===== src/rtl/crc16_serial_gen_if.sv =====
// Purpose : payload-snoop / serial-CRC bundle between TX FIFO, CRC generator and whitener.
// Latency : wires only.
// Backpressure: none; the stream is valid-only, the whitener waits on crc_out_valid.
// Ports   : bit_in/bit_in_valid payload snoop, clear abort, crc_out/crc_out_valid CRC stream,
//           busy status, err_overrun/err_align single-cycle error pulses.
interface crc16_serial_gen_if;
    logic bit_in;
    logic bit_in_valid;
    logic clear;
    logic crc_out;
    logic crc_out_valid;
    logic busy;
    logic err_overrun;
    logic err_align;

    modport master (
        output bit_in, bit_in_valid, clear,
        input  crc_out, crc_out_valid, busy, err_overrun, err_align
    );

    modport slave (
        input  bit_in, bit_in_valid, clear,
        output crc_out, crc_out_valid, busy, err_overrun, err_align
    );
endinterface


===== src/rtl/crc16_serial_gen.sv =====
// Purpose : serial CRC over an LSB-first payload bit stream, CRC emitted MSB-first to the whitener.
// Latency : first CRC bit valid two cycles after the last payload bit is sampled; CRC_W cycles, no bubbles.
// Backpressure: none; payload bits arriving during emission are dropped and flagged on err_overrun.
// Ports   : clk, rst_n (async, active low); bus (slave modport) carries bit_in/bit_in_valid,
//           clear, crc_out/crc_out_valid, busy, err_overrun, err_align. All outputs are flops.
module crc16_serial_gen #(
    parameter int               CRC_W = 16,
    parameter logic [CRC_W-1:0] POLY  = 16'h8005,
    parameter logic [CRC_W-1:0] INIT  = 16'hFFFF
) (
    input  logic               clk,
    input  logic               rst_n,
    crc16_serial_gen_if.slave  bus
);
    localparam int CNT_W = $clog2(CRC_W);
    localparam logic [CNT_W-1:0] EMIT_LAST = CNT_W'(CRC_W - 1);

    typedef enum logic [1:0] {S_IDLE, S_ACCUM, S_EMIT} state_t;

    state_t           state, state_nxt;
    logic [CRC_W-1:0] crc_reg;
    logic [CRC_W-1:0] shift_reg;
    logic [2:0]       bit_cnt;
    logic [CNT_W-1:0] emit_cnt;
    logic             crc_out_valid_q;
    logic             busy_q;
    logic             err_overrun_q;
    logic             err_align_q;

    logic             accept;
    logic             emit_last;
    logic             fb;
    logic [CRC_W-1:0] crc_step;

    assign fb       = bus.bit_in ^ crc_reg[CRC_W-1];
    assign crc_step = {crc_reg[CRC_W-2:0], 1'b0} ^ (fb ? POLY : '0);

    // Next-state and bit-acceptance decode; clear overrides everything.
    always_comb begin
        state_nxt = state;
        accept    = 1'b0;
        emit_last = 1'b0;
        case (state)
            S_IDLE: begin
                if (bus.bit_in_valid) begin
                    state_nxt = S_ACCUM;
                    accept    = 1'b1;
                end
            end
            S_ACCUM: begin
                if (bus.bit_in_valid) accept    = 1'b1;
                else                  state_nxt = S_EMIT;
            end
            S_EMIT: begin
                if (emit_cnt == EMIT_LAST) begin
                    emit_last = 1'b1;
                    state_nxt = S_IDLE;
                end
            end
            default: state_nxt = S_IDLE;
        endcase
        if (bus.clear) begin
            state_nxt = S_IDLE;
            accept    = 1'b0;
            emit_last = 1'b0;
        end
    end

    always_ff @(posedge clk or negedge rst_n) begin
        if (!rst_n) state <= S_IDLE;
        else        state <= state_nxt;
    end

    always_ff @(posedge clk or negedge rst_n) begin
        if (!rst_n) begin
            crc_reg         <= INIT;
            shift_reg       <= '0;
            bit_cnt         <= '0;
            emit_cnt        <= '0;
            crc_out_valid_q <= 1'b0;
            busy_q          <= 1'b0;
            err_overrun_q   <= 1'b0;
            err_align_q     <= 1'b0;
        end else if (bus.clear) begin
            // shift_reg is zeroed too so crc_out reads 0 outside emission.
            crc_reg         <= INIT;
            shift_reg       <= '0;
            bit_cnt         <= '0;
            emit_cnt        <= '0;
            crc_out_valid_q <= 1'b0;
            busy_q          <= 1'b0;
            err_overrun_q   <= 1'b0;
            err_align_q     <= 1'b0;
        end else begin
            busy_q        <= (state_nxt != S_IDLE);
            err_overrun_q <= (state == S_EMIT) && bus.bit_in_valid;
            err_align_q   <= 1'b0;
            if (accept) begin
                crc_reg <= crc_step;
                bit_cnt <= (state == S_IDLE) ? 3'd1 : bit_cnt + 3'd1;
            end
            case (state)
                S_ACCUM: begin
                    if (!bus.bit_in_valid) begin
                        shift_reg       <= crc_reg;
                        emit_cnt        <= '0;
                        crc_out_valid_q <= 1'b1;
                        err_align_q     <= (bit_cnt != 3'd0);
                    end
                end
                S_EMIT: begin
                    shift_reg <= shift_reg << 1;
                    emit_cnt  <= emit_cnt + CNT_W'(1);
                    if (emit_last) begin
                        crc_out_valid_q <= 1'b0;
                        crc_reg         <= INIT;
                        bit_cnt         <= '0;
                        emit_cnt        <= '0;
                    end
                end
                default: ;
            endcase
        end
    end

    assign bus.crc_out       = shift_reg[CRC_W-1];
    assign bus.crc_out_valid = crc_out_valid_q;
    assign bus.busy          = busy_q;
    assign bus.err_overrun   = err_overrun_q;
    assign bus.err_align     = err_align_q;
endmodule


===== src/flat_wrapper.sv =====
// flat-port wrapper written by rule: the top's interface ports become plain ports
module crc16_serial_gen_flat 
#(
    parameter int               CRC_W = 16,
    parameter logic [CRC_W-1:0] POLY  = 16'h8005,
    parameter logic [CRC_W-1:0] INIT  = 16'hFFFF
)
  (clk, rst_n, bus_bit_in, bus_bit_in_valid, bus_clear, bus_crc_out, bus_crc_out_valid, bus_busy, bus_err_overrun, bus_err_align);
  crc16_serial_gen_if bus_i ();
  input  logic clk;
  input  logic rst_n;
  input wire logic [$bits(bus_i.bit_in)-1:0] bus_bit_in;
  input wire logic [$bits(bus_i.bit_in_valid)-1:0] bus_bit_in_valid;
  input wire logic [$bits(bus_i.clear)-1:0] bus_clear;
  output wire logic [$bits(bus_i.crc_out)-1:0] bus_crc_out;
  output wire logic [$bits(bus_i.crc_out_valid)-1:0] bus_crc_out_valid;
  output wire logic [$bits(bus_i.busy)-1:0] bus_busy;
  output wire logic [$bits(bus_i.err_overrun)-1:0] bus_err_overrun;
  output wire logic [$bits(bus_i.err_align)-1:0] bus_err_align;
  assign bus_i.bit_in = bus_bit_in;
  assign bus_i.bit_in_valid = bus_bit_in_valid;
  assign bus_i.clear = bus_clear;
  assign bus_crc_out = bus_i.crc_out;
  assign bus_crc_out_valid = bus_i.crc_out_valid;
  assign bus_busy = bus_i.busy;
  assign bus_err_overrun = bus_i.err_overrun;
  assign bus_err_align = bus_i.err_align;
  crc16_serial_gen #(.CRC_W(CRC_W), .POLY(POLY), .INIT(INIT)) u_core (.clk(clk), .rst_n(rst_n), .bus(bus_i));
endmodule

===== config.mk =====
export PLATFORM = sky130hd
export DESIGN_NAME = crc16_serial_gen_flat
export DESIGN_NICKNAME = d
export VERILOG_FILES = /design/src/rtl/crc16_serial_gen_if.sv /design/src/rtl/crc16_serial_gen.sv /design/src/flat_wrapper.sv
export SDC_FILE = /design/constraint.sdc
export NUM_CORES = 1
export LEC_CHECK = 0
export BUFFER_PORTS_ARGS = -buffer_cell sky130_fd_sc_hd__clkbuf_2
export CAP_MARGIN = 20
export CORE_MARGIN = 2
export CORE_UTILIZATION = 40
export CTS_CLUSTER_DIAMETER = 200
export DETAILED_ROUTE_END_ITERATION = 7
export HOLD_SLACK_MARGIN = 0.02
export PLACE_DENSITY = 0.55
export SLEW_MARGIN = 25
export SYNTH_ARGS = -nofsm -noshare
export SYNTH_HDL_FRONTEND = slang
export SYNTH_SLANG_ARGS = --single-unit

===== constraint.sdc =====
create_clock -name clk -period 2.5 [get_ports clk]
set_clock_uncertainty 0.1 [all_clocks]
set_input_delay 0.125 -clock clk [delete_from_list [all_inputs] [get_ports clk]]
set_output_delay 0.125 -clock clk [all_outputs]
set_load 0.03 [all_outputs]

==> results.cfg, run 1 <==
[placed_design]
port_buffers = 9
dp_hpwl_um = 2460
finalWeightedCongestion = 0.736

[timing]
min_period_ps = 1670
fin_crit_sh_pct = 67.0
hold_slack_ps = 53.0
grt_setup_unrepaired = false
slew_violations = 0
max_freq_ghz = 0.597
finalSetupViolations = 0
worst_pin_slew_ps = 871
hold_viol_final = 0
slew_headroom_pct = 42.0
fin_setup_tns_ps = 0

[clock_tree]
cts_root_buf = clkbuf_8
clock_sinks = 45
insertion_delay_ps = 300
clk_pin_slew_ps = 90
htree_levels = 2
cts_buffers = 5
cts_buffer_depth = 2
post_cts_buffers = 0
cts_tree = yes

[drt]
wire_per_inst_um = 14.4
post_drt_via_cell_ratio = 5.22
drc_errors = 0
detail-route-antenna-nets = 0
drt-total-wl_um = 3920
drt_iter0_drc = 151
vias = 1421
dr.pass1.iters = 4

[synthesis]
synth_area_leaders = dfrtp_1 37%, dfstp_2 21%, nand2_1 8.5%, nand3_1 4.5%, a222oi_1 4.0%
synthArstFlopShare_pct = 100
syn_area_per_cell_um2 = 10.5
syn_area_um2 = 1980
ys_types = 36
seq_area_frac_synth_pct = 57.8
synth_edf_count = 0
synth_nets = 197
netlist_instances = 189
synth_top_flop_cell = dfrtp_1
ys_ff_latch = 45
ys_warn_count = 0
synthTopCellsByCount = 45 x nand2_1, 29 x dfrtp_1, 18 x nand3_1, 16 x dfstp_2, 11 x inv_1
yosysTopAreaCellShare_pct = 36.6
synth_most_common_cell = nand2_1
synth_top_area_cell = dfrtp_1

[floorplan]
die_area_um2 = 5540
die-height_um = 74.4
rows = 25
core_region_area_um2 = 4750
io_pins = 10
die_w_um = 74.4
initial_core_util_pct = 41.7

[global_routing]
grt_max_degree = 41
met1_usage_pct = 21.6
grt.busiest_layer = met2
grt-ovfl-total = 0
met2_usage_pct = 26.5
grt_pass1_vias = 1476
antenna_found_initial = 0
grt.met3_usage_pct = 3.12
grt_pass1_wl_um = 6910
grt_usage_pct = 16.2

[critical_path]
worstSetupStartpoint = u_core.state[0]
rr_startpoint = u_core.state[0]
critPathSlowestCell = dfrtp_1
path_cells = nor3b_2, nor3_4, buf_4, a21o_1, a22o_1
cp_top_family = flip-flops
end_kind = flip-flop
cpPeakStageDelay_ps = 560
required_ps = 2590
cp_max_fo = 28
crit_type = reg -> reg
start_kind = flip-flop
worstPathArrival_ps = 1770
reg2reg_slack_ps = 830
crit_buf_inv = 1

[worst_hold_path]
min_from = bus_bit_in_valid
hold_class = in -> reg

[layout]
area_delta_synth_final_pct = 12.6
antenna_cells = 0
drive_above_1_share_pct = 22.9
nets = 212
post-route-util_pct = 46.9

[pwr]
p_leak_uw = 0.00109
ir_drop_mv = 0.341
p_total_uw = 1530
power_density_nw_per_um2 = 684

[run_status]
status = complete, no violations

[flow_run]
maxCapViolations = 0
layer usage:
| metal | vias up | wire length (um) |
|---|---|---|
| met3 | 7 | 108 |
| met2 | 22 | 1870 |
| met1 | 708 | 1870 |
| met4 | 0 | 64 |
| li1 | 684 | - |
| met5 | - | 0 |
kinds of logic after synthesis:
family          count (synthesis)  synth area share (%)
xor+xnor                        4                  1.77
simple gates                   80                  20.1
flops                          45                  57.8
buf+inv                        21                  4.98
fa+ha+maj                       3                  1.89
compound gates                 36                  13.5
final cells by class:
| type | instances | area [um2] |
|---|---|---|
| inverter | 12 | 45.0 |
| clock buffer | 6 | 72.6 |
| clock inverter | 2 | 38.8 |
| multi-input combinational | 123 | 738 |
| tap | 67 | 83.8 |
| sequential | 45 | 1150 |
| timing repair buffer | 17 | 108 |
| fill | 479 | 2520 |
metrics by stage:
stage	worst slack (ps)	instances	instance area [um2]
after floorplan	1060	189	1980
after global placement	895	263	2110
after detailed placement	846	263	2110
after CTS	822	272	2230
after global routing	683	272	2230
final	825	272	2230
final timing paths:
path | to | cells after the start
worst max-delay path | u_core.emit_cnt[3] | 5
worst min-delay path | u_core.bus.err_overrun | 2
worst max register to register | u_core.emit_cnt[3] | 5
worst min register to register | u_core.shift_reg[15] | 2
max in group asynchronous | u_core.crc_reg[3] | 3
min in group asynchronous | u_core.bit_cnt[1] | 2
placed cells by master, fill, tap and decap left out, types with 5 or more instances in the layout:
cell	n
nand2_1	45
dfrtp_1	29
nand3_1	18
dfstp_2	16
inv_1	11
a222oi_1	8
clkbuf_2	8
a22oi_1	7
o21ai_1	7
buf_4	7
clkbuf_8	5
power breakdown:
| part | internal, uW | switching (uW) | total (uW) |
|---|---|---|---|
| combinational | 58.5 | 102 | 161 |
| clock | 300 | 241 | 541 |
| sequential | 789 | 35.2 | 825 |
repair_timing:
| item | in CTS | in global routing |
|---|---|---|
| resized for setup | 0 | 0 |
| endpoints found under the hold margin | 29 | 0 |
| hold buffers | 1 | 0 |
No activity file was read; power rests on OpenSTA's default activity.
==> run 2: changes to the inputs <==
==> constraint.sdc (replaced) <==
create_clock -name clk -period 1.7 [get_ports clk]
set_clock_uncertainty 0.1 [all_clocks]
set_input_delay 0.085 -clock clk [delete_from_list [all_inputs] [get_ports clk]]
set_output_delay 0.085 -clock clk [all_outputs]
set_load 0.03 [all_outputs]
==> run 2 against run 1 <==
Power grew 50%. Via count rose by 0.99%. Fmax grew 6.1%. Routed wire length grew 0.54%. Final cell count grew 0.37%. Non-clock buffer count grew 1. Clock-buffer cell count rose by 1. Core utilization is 1.4 points higher. Global-route usage is essentially flat. Final area rose by 3.0%. Highest routed layer unchanged.
==> results.cfg, run 2 (synthesis results as in run 1) <==
[timing]
worst_pin_slew_ps = 565
min_period_ps = 1580
slew_headroom_pct = 62.2
fin_crit_sh_pct = 92.8
hold_viol_final = 0
slew_violations = 0
finalSetupViolations = 0
max_freq_ghz = 0.634
grt_setup_unrepaired = false
hold_slack_ps = 59.3

[layout]
final_area_um2 = 2300
drive_above_1_share_pct = 23.8
layout_commonest_cell = nand2_1
nets = 213
area_delta_synth_final_pct = 15.9
antenna_cells = 0
final_cell_mix = 45 x nand2_1, 29 x dfrtp_1, 18 x nand3_1
instances_no_fill = 273

[critical_path]
cp_top_family = flip-flops
path_cells = buf_4, nor3b_4, buf_12, a22oi_1, o21ai_0
rr_startpoint = u_core.state[0]
required_ps = 1800
start_kind = flip-flop
cpPeakStageDelay_ps = 470
worstPathArrival_ps = 1680
crit_type = reg -> reg
cp_max_fo = 16
crit_buf_inv = 2
end_kind = flip-flop
worstSetupStartpoint = u_core.state[0]
critPathSlowestCell = dfrtp_1

[pwr]
pwr-share-seq_pct = 52.9
p_leak_uw = 0.00111
p_int_uw = 1740
p_total_uw = 2290
power_density_nw_per_um2 = 995
ir_drop_mv = 0.431
p_switching_uw = 548
p_clk_share_pct = 35.9
pwr-share-comb_pct = 11.2
p_sw_share_pct = 23.9

[drt]
wire_per_inst_um = 14.4
post_drt_via_cell_ratio = 5.26
vias = 1435
drc_errors = 0
drt-total-wl_um = 3940
dr.pass1.iters = 4
detail-route-antenna-nets = 0
drt_iter0_drc = 124

[clock_tree]
cts_buffers = 5
cts_tree = yes
cts_root_buf = clkbuf_8
clock_sinks = 45
cts_buffer_depth = 2
htree_levels = 2
insertion_delay_ps = 290
post_cts_buffers = 0
clk_pin_slew_ps = 80

[floorplan]
rows = 25
die-height_um = 74.4
initial_core_util_pct = 41.7
core_region_area_um2 = 4750
io_pins = 10
die_w_um = 74.4
die_area_um2 = 5540

[global_routing]
grt_usage_pct = 16.3
grt-ovfl-total = 0
grt_max_degree = 29
grt_pass1_wl_um = 6840
grt_pass1_vias = 1435
antenna_found_initial = 0

[placed_design]
dp_cells = 263
finalWeightedCongestion = 0.726
dp_hpwl_um = 2570
port_buffers = 9
place_area_um2 = 2150

[run_status]
status = complete, no violations

[worst_hold_path]
min_from = bus_bit_in
hold_class = in -> reg

[flow_run]
maxCapViolations = 0
[run 2: cell count changes in the layout (fill, tap and decap cells not counted), sizes merged]
cell | before | now
buf | 8 | 7
clkbuf | 14 | 16
clkinv | 1 | 0
dlygate4sd3 | 1 | 2
[run 2: power groups by stage]
stage | Sequential, uW | Clock [uW] | Combinational (uW)
finish | 1210 | 820 | 256
global route | 1220 | 888 | 291
CTS | 1210 | 854 | 260
detailed placement | 1230 | 0 | 254
global placement | 1230 | 0 | 246
floorplan | 1230 | 0 | 156
[run 2: final cells by class]
type / count / area, um2
inverters: 12 / 45.0
clock buffers: 7 / 86.3
well taps: 67 / 83.8
repair buffers: 18 / 155
fillers: 445 / 2460
multi-input cells: 123 / 752
clock inverters: 1 / 30.0
flip-flops and latches: 45 / 1150
[run 2: worst min-delay path, stage by stage]
cell and delay, ps:
clkbuf_2 110, xnor2_1 160, o211ai_1 90
[run 2: per-stage QoR]
stage                     setup WS, ps  setup TNS, ps  util [%]
after floorplan                    258              0         -
after global placement             111              0      45.2
after detailed placement         -30.9           -110      45.2
after CTS                          101              0      48.2
after global routing              5.12              0      48.3
final                              122              0      48.3
[run 2: layer usage]
metal | global-route usage [%] | part of all wire [%] | wire length, um
met1 | 21.9 | 46 | 1810
met2 | 25.7 | 48 | 1890
met3 | 4.20 | 4.9 | 194
met4 | 5.56 | 1.1 | 45
met5 | 0 | 0 | 0
[run 2: repair_timing]
item,CTS,global route
hold buffers,2,0
resized for setup,1,2
endpoints found under the hold margin,16,0
setup endpoints to repair,6,4
[run 2: worst paths after layout]
| kind | endpoint | slack, ps | depth (start not counted) |
|---|---|---|---|
| setup / recovery | u_core.shift_reg[15] | 120 | 5 |
| min in group asynchronous | u_core.bus.err_align | 210 | 2 |
| max in group asynchronous | u_core.crc_reg[2] | 690 | 3 |
| setup reg to reg | u_core.shift_reg[15] | 120 | 5 |
| hold reg to reg | u_core.shift_reg[5] | 390 | 2 |
| hold / removal | u_core.crc_reg[0] | 60 | 3 |
